<file path="config.mk">
export PLATFORM = sky130hd
export DESIGN_NAME = overflow_detector_flat
export DESIGN_NICKNAME = d
export VERILOG_FILES = /design/src/rtl/overflow_pkg.sv /design/src/rtl/overflow_detector_if.sv /design/src/rtl/overflow_add_core.sv /design/src/rtl/overflow_detector.sv /design/src/flat_wrapper.sv
export SDC_FILE = /design/constraint.sdc
export NUM_CORES = 1
export LEC_CHECK = 0
export ABC_AREA = 1
export CAP_MARGIN = 20
export CORE_AREA = 2 2 39 41
export CTS_CLUSTER_DIAMETER = 60
export DETAILED_ROUTE_END_ITERATION = 16
export DIE_AREA = 0 0 41 43
export PLACE_DENSITY = 0.69
export SLEW_MARGIN = 15
export SYNTH_ARGS = -nofsm -noshare
export SYNTH_HDL_FRONTEND = slang
export SYNTH_SLANG_ARGS = --single-unit
</file>
<file path="constraint.sdc">
create_clock -name clk -period 1.1 [get_ports clk]
set_input_delay 0.275 -clock clk [delete_from_list [all_inputs] [get_ports clk]]
set_output_delay 0.275 -clock clk [all_outputs]
set_load 0.01 [all_outputs]
</file>
<file path="src/rtl/overflow_pkg.sv">
// overflow_pkg: shared width defaults, signed-limit helpers and the registered result type
package overflow_pkg;

    localparam int WIDTH_DEFAULT = 4;
    localparam int MAX_WIDTH     = 32;

    typedef struct packed {
        logic [MAX_WIDTH-1:0] sum;
        logic                 cout;
        logic                 of;
    } result_t;

    function automatic logic [MAX_WIDTH-1:0] smax(input int w);
        return (MAX_WIDTH'(1) << (w - 1)) - MAX_WIDTH'(1);
    endfunction

    function automatic logic [MAX_WIDTH-1:0] smin(input int w);
        return MAX_WIDTH'(1) << (w - 1);
    endfunction

endpackage

</file>
<file path="src/rtl/overflow_detector_if.sv">
// overflow_detector_if: operand/result bundle between a producer and the overflow detector
interface overflow_detector_if
    import overflow_pkg::*;
#(
    parameter int WIDTH = WIDTH_DEFAULT
);
    logic             in_valid;
    logic [WIDTH-1:0] a;
    logic [WIDTH-1:0] b;
    logic             cin;
    logic             clr_sticky;
    logic             out_valid;
    logic [WIDTH-1:0] sum;
    logic             cout;
    logic             of;
    logic             of_sticky;

    modport master (
        output in_valid, a, b, cin, clr_sticky,
        input  out_valid, sum, cout, of, of_sticky
    );

    modport slave (
        input  in_valid, a, b, cin, clr_sticky,
        output out_valid, sum, cout, of, of_sticky
    );
endinterface

</file>
<file path="src/rtl/overflow_add_core.sv">
// overflow_add_core: combinational WIDTH+1-bit add with unsigned carry and signed overflow
module overflow_add_core #(
    parameter int WIDTH = 4
) (
    input  logic [WIDTH-1:0] a,
    input  logic [WIDTH-1:0] b,
    input  logic             cin,
    output logic [WIDTH-1:0] s,
    output logic             c,
    output logic             overflow
);
    assign {c, s}   = {1'b0, a} + {1'b0, b} + {{WIDTH{1'b0}}, cin};
    assign overflow = (a[WIDTH-1] == b[WIDTH-1]) && (s[WIDTH-1] != a[WIDTH-1]);
endmodule

</file>
<file path="src/rtl/overflow_detector.sv">
// overflow_detector: registered adder with carry, signed overflow and sticky overflow flags.
// Define OVERFLOW_SATURATE_EN to clamp the sum to the signed limit on overflow.
module overflow_detector
    import overflow_pkg::*;
#(
    parameter int WIDTH = WIDTH_DEFAULT
) (
    input  logic               clk,
    input  logic               rst,
    overflow_detector_if.slave bus
);
    logic [WIDTH-1:0]     s;
    logic [WIDTH-1:0]     sum_n;
    logic                 c;
    logic                 ovf;
    logic                 valid_q;
    logic                 sticky_q;
    result_t              res_q;
    logic [MAX_WIDTH-1:0] unused_sum;

    overflow_add_core #(.WIDTH(WIDTH)) u_core (
        .a        (bus.a),
        .b        (bus.b),
        .cin      (bus.cin),
        .s        (s),
        .c        (c),
        .overflow (ovf)
    );

`ifdef OVERFLOW_SATURATE_EN
    // clamp toward the limit the operands' common sign was heading to
    always_comb sum_n = ovf ? (bus.a[WIDTH-1] ? WIDTH'(smin(WIDTH)) : WIDTH'(smax(WIDTH))) : s;
`else
    // plain wrapped result
    always_comb sum_n = s;
`endif

    // capture accepted results; sticky flag lets a same-cycle overflow beat the clear
    always_ff @(posedge clk or posedge rst) begin
        if (rst) begin
            valid_q  <= 1'b0;
            sticky_q <= 1'b0;
            res_q    <= '0;
        end else begin
            valid_q  <= bus.in_valid;
            sticky_q <= (sticky_q & ~bus.clr_sticky) | (bus.in_valid & ovf);
            if (bus.in_valid)
                res_q <= '{sum: MAX_WIDTH'(sum_n), cout: c, of: ovf};
        end
    end

    assign bus.out_valid = valid_q;
    assign bus.sum       = res_q.sum[WIDTH-1:0];
    assign bus.cout      = res_q.cout;
    assign bus.of        = res_q.of;
    assign bus.of_sticky = sticky_q;
    assign unused_sum    = res_q.sum >> WIDTH;
endmodule

</file>
<file path="src/flat_wrapper.sv">
// flat-port wrapper written by rule: the top's interface ports become plain ports
module overflow_detector_flat import overflow_pkg::*;
#(
    parameter int WIDTH = WIDTH_DEFAULT
)
  (clk, rst, bus_in_valid, bus_a, bus_b, bus_cin, bus_clr_sticky, bus_out_valid, bus_sum, bus_cout, bus_of, bus_of_sticky);
  overflow_detector_if #(.WIDTH(WIDTH)) bus_i ();
  input  logic clk;
  input  logic rst;
  input wire logic [$bits(bus_i.in_valid)-1:0] bus_in_valid;
  input wire logic [$bits(bus_i.a)-1:0] bus_a;
  input wire logic [$bits(bus_i.b)-1:0] bus_b;
  input wire logic [$bits(bus_i.cin)-1:0] bus_cin;
  input wire logic [$bits(bus_i.clr_sticky)-1:0] bus_clr_sticky;
  output wire logic [$bits(bus_i.out_valid)-1:0] bus_out_valid;
  output wire logic [$bits(bus_i.sum)-1:0] bus_sum;
  output wire logic [$bits(bus_i.cout)-1:0] bus_cout;
  output wire logic [$bits(bus_i.of)-1:0] bus_of;
  output wire logic [$bits(bus_i.of_sticky)-1:0] bus_of_sticky;
  assign bus_i.in_valid = bus_in_valid;
  assign bus_i.a = bus_a;
  assign bus_i.b = bus_b;
  assign bus_i.cin = bus_cin;
  assign bus_i.clr_sticky = bus_clr_sticky;
  assign bus_out_valid = bus_i.out_valid;
  assign bus_sum = bus_i.sum;
  assign bus_cout = bus_i.cout;
  assign bus_of = bus_i.of;
  assign bus_of_sticky = bus_i.of_sticky;
  overflow_detector #(.WIDTH(WIDTH)) u_core (.clk(clk), .rst(rst), .bus(bus_i));
endmodule
</file>
==> results of run 1 <==
[through the flow]
step / power (mW) / hold slack, ns / std cells / utilization, %
6_report: 0.888 / 0.269 / 102 / 57.1
5_1_grt: 0.960 / 0.293 / 102 / 57.1
4_1_cts: 0.886 / 0.275 / 102 / 55.3
3_5_place_dp: 0.689 / 0.469 / 100 / 54.8
3_3_place_gp: 0.682 / 0.458 / 100 / 54.8
2_1_floorplan: 0.495 / 0.0907 / 55 / -
[cell usage in the layout, fill, tap and decap left out]
cell / count
nand2_2: 1
o21ai_2: 1
buf_6: 4
xor2_1: 1
fa_2: 2
buf_2: 8
ha_4: 3
nand3_2: 3
inv_1: 6
inv_2: 4
nand3_1: 4
buf_4: 7
clkbuf_4: 3
a21oi_2: 2
nand2_1: 14
clkdlybuf4s50_1: 3
dlygate4sd2_1: 6
dfrtp_1: 8
nor2_1: 4
o21ai_1: 2
[repair_timing]
| item | 4_1_cts | 5_1_grt |
|---|---|---|
| cloned | 0 | 0 |
| pin swaps | 10 | 5 |
| gates resized for setup | 59 | 5 |
| endpoints found under the setup margin | 15 | 6 |
[how the worst max path moves through the flow]
stage	startpoint	to	slack, ns
global route	bus_b[0]	u_core.bus.sum[1]	-0.11
CTS	bus_a[0]	u_core.bus.sum[1]	-0.09
finish	bus_b[0]	u_core.bus.sum[1]	-0.06
detailed placement	bus_a[0]	u_core.bus.cout	-0.76
floorplan	bus_a[0]	u_core.bus.sum[1]	-0.19
global placement	bus_a[0]	u_core.bus.cout	-0.71
[power breakdown]
part	total [mW]	internal, mW	switching (mW)	leakage (nW)
Clock	0.218	0.124	0.0937	0.0138
Sequential	0.354	0.336	0.0183	0.0973
Combinational	0.316	0.164	0.152	0.299
Total	0.888	0.624	0.264	0.410
[cell families after synthesis]
kind of cell	share of synthesized area [%]
compound gates	6.20
xor+xnor	1.89
fa+ha+maj	16.7
buf+inv	8.09
flops	43.1
simple gates	24.0
[state kept, by name, indices dropped and copies added (netlist names)]
name,flops
u_core.bus.of,1
u_core.bus.out_valid,1
u_core.bus.cout,1
u_core.bus.sum,4
u_core.bus.of_sticky,1
[synth_stat cells]
library cell	n	area [um2]
fa_1	2	40.0
o21ai_0	2	10.0
nand3_1	6	30.0
inv_1	8	30.0
dfrtp_1	8	200
inv_2	2	7.51
ha_1	3	37.5
nand2_1	15	56.3
xor2_1	1	8.76
o21ai_2	1	8.76
nand3_2	1	10.0
a21oi_1	2	10.0
nor2_1	4	15.0
[critical path, stage by stage]
cell and delay [ns]:
buf_6 0.09, fa_2 0.38, inv_2 0.07, fa_2 0.41, o21ai_1 0.11
[layout make-up]
class	instances	share of cell area (%)
clock buffer	3	2.85
timing repair buffer	28	27.9
multi-input combinational	37	36.6
sequential	8	25.4
tap	16	2.54
inverter	10	4.75
[routing by layer]
metal | share of wire (%) | wire length, um | GRT usage, % | up-vias
met3 | 5.9 | 66 | 3.66 | 5
met2 | 51 | 572 | 24.1 | 17
met4 | 3.6 | 40 | 13.3 | 0
li1 | - | - | - | 233
met5 | 0 | 0 | 0 | -
met1 | 40 | 447 | 15.8 | 202
==> key figures, run 1 <==
Power and ir drop
  • Pleak: 0.410 nW
  • PD cells: 1130 nW/um2
  • Worst VDD drop: 0.000376 V

Yosys
  • Syn_area_per_cell: 8.44 um2
  • Post-Syn Nets: 73
  • Yosys warns: 0
  • Flops & latches, synth: 8
  • Register area share after synthesis: 43.1%
  • Mapped cell area: 464 um2
  • Synth cell types: 13
  • Mapped Cells: 55

GRT
  • Tot GR Track Use: 15.4%
  • Vias in the first global route: 456
  • Grt ovf: 0
  • Initial antenna violation count: 0
  • Pin count of the biggest net entering global routing: 10
  • First-pass GRT wire length: 1770 um

Critical path
  • Crit path DAT: 1.34 ns
  • CP max FO: 2
  • CP Capture Type: flop
  • Setup CP Type: in2reg
  • RR Endpoint: u_core.bus.cout
  • Worst r2r path cells: 3
  • Worst R2R Setup Slack: 0.35 ns
  • Critical path data required time: 1.28 ns
  • Reg2reg start: u_core.bus.cout
  • Critical path launch point type: input port

Drt
  • DRT antenna net count: 0
  • Vias per cell: 4.48
  • Number of DRC markers in iteration 0: 8
  • Residual DRC: 0
  • Detailed Routing Iterations Pass 1: 2
  • Routed vias: 457
  • WL/cell: 11.0 um
  • Final wirelength: 1130 um

Cells and area
  • Layout cells sized above 1: 44.2%
  • Nets: 106
  • Antenna cell count: 0
  • Area of the multi-input gates: 289 um2
  • Register Area: 200 um2
  • Number of fillers in the final layout: 133
  • Layout overhead on the synthesized area: 70.1%
  • Post-layout instance area: 790 um2

Timing
  • # setup viols final: 4
  • Unrepaired setup endpoints after global routing: yes
  • Final WS setup: -0.0597 ns
  • Max Clock Freq: 0.862 GHz
  • Slew margin rel.: 80.3%
  • Final hold vios: 0
  • Min cycle time layout: 1.16 ns
  • Clk_skew: 0 ns
  • Pins Over Slew Limit: 0
  • Final TNS setup: -0.109 ns
  • Final period util: 105%
  • Slew of the pin with the lowest slew margin: 0.295 ns

CTS
  • Setup repair bufs after CTS: 0
  • Htree depth: 1
  • CTS tree: done
  • CTS max path bufs: 2
  • Worst skew pair latency: 0.25 ns
  • Hold-fix buffers at CTS: 0
  • # clock sinks: 8
  • CTS clock-pin slew for the worst setup and hold paths: 0.05 ns
  • CTS Buf Count: 3
  • Clock Tree Root: clkbuf_4

Place
  • HPWL after DPL: 832 um
  • Worst slack, placed: -0.757 ns
  • Gp weighted congestion: 0.776
  • IO buf count: 20
  • Cell area after placement: 758 um2

Worst hold path
  • HP Class: in2async

Die
  • IO Count: 21
  • Core Region: 1380 um2
  • Site Rows: 14
  • Starting density of the core: 33.5%
  • DIE WIDTH: 41 um
  • Die H: 43 um
  • Die area: 1760 um2

Run status
  • Outcome: complete, but fails checks
  • Failing checks: setup timing

Run
  • Maxcap violations: 0
No activity file was read; power rests on OpenSTA's default activity.
==> run 2: changes to the inputs <==
--- a/config.mk
+++ b/config.mk
@@ -6,12 +6,12 @@
 export NUM_CORES = 1
 export LEC_CHECK = 0
 export ABC_AREA = 1
-export CAP_MARGIN = 20
 export CORE_AREA = 2 2 39 41
 export CTS_CLUSTER_DIAMETER = 60
 export DETAILED_ROUTE_END_ITERATION = 16
 export DIE_AREA = 0 0 41 43
 export PLACE_DENSITY = 0.69
+export RECOVER_POWER = 50
 export SLEW_MARGIN = 15
 export SYNTH_ARGS = -nofsm -noshare
 export SYNTH_HDL_FRONTEND = slang
==> run 2 against run 1 <==
Net effect:
- the flow still finishes with violations (setup timing)
- design area unchanged
- first-iteration DRC count stayed put
- maximum frequency did not move
- count of clock-buffer cells in the layout did not move
- via count is the same
- utilization is the same
- clock power hardly changed
- cell count did not move
- setup slack is the same
- non-clock buffer count did not move
- sequential power about the same
- combinational power hardly changed
- critical endpoint unchanged
==> key figures, run 2 (synthesis gave the netlist of run 1 again) <==
CTS
  • Clock Tree Root: clkbuf_4
  • CTS clock-pin slew for the worst setup and hold paths: 0.05 ns (about the same)
  • CTS max path bufs: 2 (unchanged)
  • Worst skew pair latency: 0.25 ns (about the same)
  • Htree depth: 1 (unchanged)
  • Setup repair bufs after CTS: 0 (unchanged)
  • # clock sinks: 8 (unchanged)
  • CTS Buf Count: 3 (unchanged)
  • Hold-fix buffers at CTS: 0 (unchanged)
  • CTS tree: done

Critical path
  • Critical path data required time: 1.28 ns (about the same)
  • Critical path launch point type: input port
  • Worst r2r path cells: 3 (unchanged)
  • Reg2reg start: u_core.bus.cout
  • RR Endpoint: u_core.bus.cout
  • Setup CP Type: in2reg
  • Crit path DAT: 1.34 ns (about the same)
  • CP max FO: 2 (unchanged)
  • Worst R2R Setup Slack: 0.35 ns (about the same)
  • CP Capture Type: flop

GRT
  • Global routing usage on met2: 24.1% (unchanged)
  • Grt ovf: 0 (unchanged)
  • Vias in the first global route: 456 (unchanged)
  • GRT met1 Usage: 15.8% (unchanged)
  • Top Usage Layer GRT: met2
  • Met3 usage: 3.66% (unchanged)
  • Pin count of the biggest net entering global routing: 10 (unchanged)
  • First-pass GRT wire length: 1770 um (unchanged)
  • Tot GR Track Use: 15.4% (unchanged)
  • Initial antenna violation count: 0 (unchanged)

Timing
  • # setup viols final: 4 (unchanged)
  • Final TNS setup: -0.109 ns (+0.00000600 ns)
  • Unrepaired setup endpoints after global routing: yes
  • Pins Over Slew Limit: 0 (unchanged)
  • Min cycle time layout: 1.16 ns (unchanged)
  • Hold_ws: 0.403 ns (+0.134 ns)
  • Slew of the pin with the lowest slew margin: 0.295 ns (+0.0000374 ns)
  • Final period util: 105% (unchanged)
  • Slew margin rel.: 80.3% (about the same)
  • Clk_skew: 0 ns (unchanged)
  • Final hold vios: 0 (unchanged)
  • Max Clock Freq: 0.862 GHz (unchanged)
  • Final WS setup: -0.0597 ns (unchanged)

Drt
  • Routed vias: 457 (unchanged)
  • Detailed Routing Iterations Pass 1: 2 (unchanged)
  • Residual DRC: 0 (unchanged)
  • Number of DRC markers in iteration 0: 8 (unchanged)
  • WL/cell: 11.0 um (about the same)
  • DRT antenna net count: 0 (unchanged)
  • Vias per cell: 4.48 (unchanged)
  • Final wirelength: 1120 um (about the same)

Cells and area
  • Post-layout instance area: 790 um2 (unchanged)
  • Nets: 106 (unchanged)
  • Max reg flops: 4 (unchanged)
  • Area of the multi-input gates: 289 um2 (unchanged)
  • Most common cell after layout, fill and taps aside: nand2_1
  • Register Area: 200 um2 (unchanged)
  • Number of fillers in the final layout: 133 (unchanged)
  • Antenna cell count: 0 (unchanged)
  • Fin cells: 102 (unchanged)
  • Layout overhead on the synthesized area: 70.1% (unchanged)
  • Final core occ: 57.1% (unchanged)
  • Commonest cells after routing, fill and taps aside: nand2_1 (14), buf_2 (8), dfrtp_1 (8)
  • Layout cells sized above 1: 44.2% (unchanged)

Power and ir drop
  • Worst VDD drop: 0.000376 V (about the same)
  • PD cells: 1120 nW/um2 (-0.17%)
  • Final Power: 0.887 mW (-0.17%)
  • Pleak: 0.410 nW (+0.13%)

Place
  • Cell area after placement: 758 um2 (unchanged)
  • Worst slack, placed: -0.757 ns (unchanged)
  • HPWL after DPL: 832 um (unchanged)
  • Gp weighted congestion: 0.776 (unchanged)
  • IO buf count: 20 (unchanged)
  • # placed instances: 100 (unchanged)

Worst hold path
  • HP Class: in2async

Run status
  • Failing checks: setup timing
  • Outcome: complete, but fails checks

Die
  • Core Region: 1380 um2 (unchanged)
  • Site Rows: 14 (unchanged)
  • Die area: 1760 um2 (unchanged)
  • DIE WIDTH: 41 um (unchanged)
  • Starting density of the core: 33.5% (unchanged)
  • IO Count: 21 (unchanged)
  • Die H: 43 um (unchanged)

Run
  • Maxcap violations: 0 (unchanged)
[run 2: where the power goes]
group          switching [mW]  internal, mW
registers              0.0183         0.336
clock network          0.0937         0.124
logic                   0.152         0.162
[run 2: what timing repair did]
item,4_1_cts,5_1_grt
gates cloned,0,0
endpoints found under the setup margin,15,6
gates resized for setup,59,5
pin swaps,10,5
[run 2: how the worst max path moves through the flow]
stage | end | cells past startpoint | from | slack [ns]
2_1_floorplan | u_core.bus.sum[1] | 4 | bus_a[0] | -0.19
3_3_place_gp | u_core.bus.cout | 7 | bus_a[0] | -0.71
3_5_place_dp | u_core.bus.cout | 7 | bus_a[0] | -0.76
4_1_cts | u_core.bus.sum[1] | 5 | bus_a[0] | -0.09
5_1_grt | u_core.bus.sum[1] | 5 | bus_b[0] | -0.11
6_report | u_core.bus.sum[1] | 5 | bus_b[0] | -0.06
[run 2: area by class of cell]
type                    instances  share of cell area (%)
multi-input cells              37                    36.6
repair buffers                 28                    27.9
flip-flops and latches          8                    25.4
inverters                      10                    4.75
clock buffers                   3                    2.85
well taps                      16                    2.54
[run 2: metal layers]
layer  part of all wire, %  wire (um)
met1                    39        442
met2                    51        572
met3                   6.1         69
met4                   3.6         40
met5                     0          0
[run 2: worst max-delay path: stages]
cell and delay [ns]:
buf_6 0.09, fa_2 0.38, inv_2 0.07, fa_2 0.41
o21ai_1 0.11
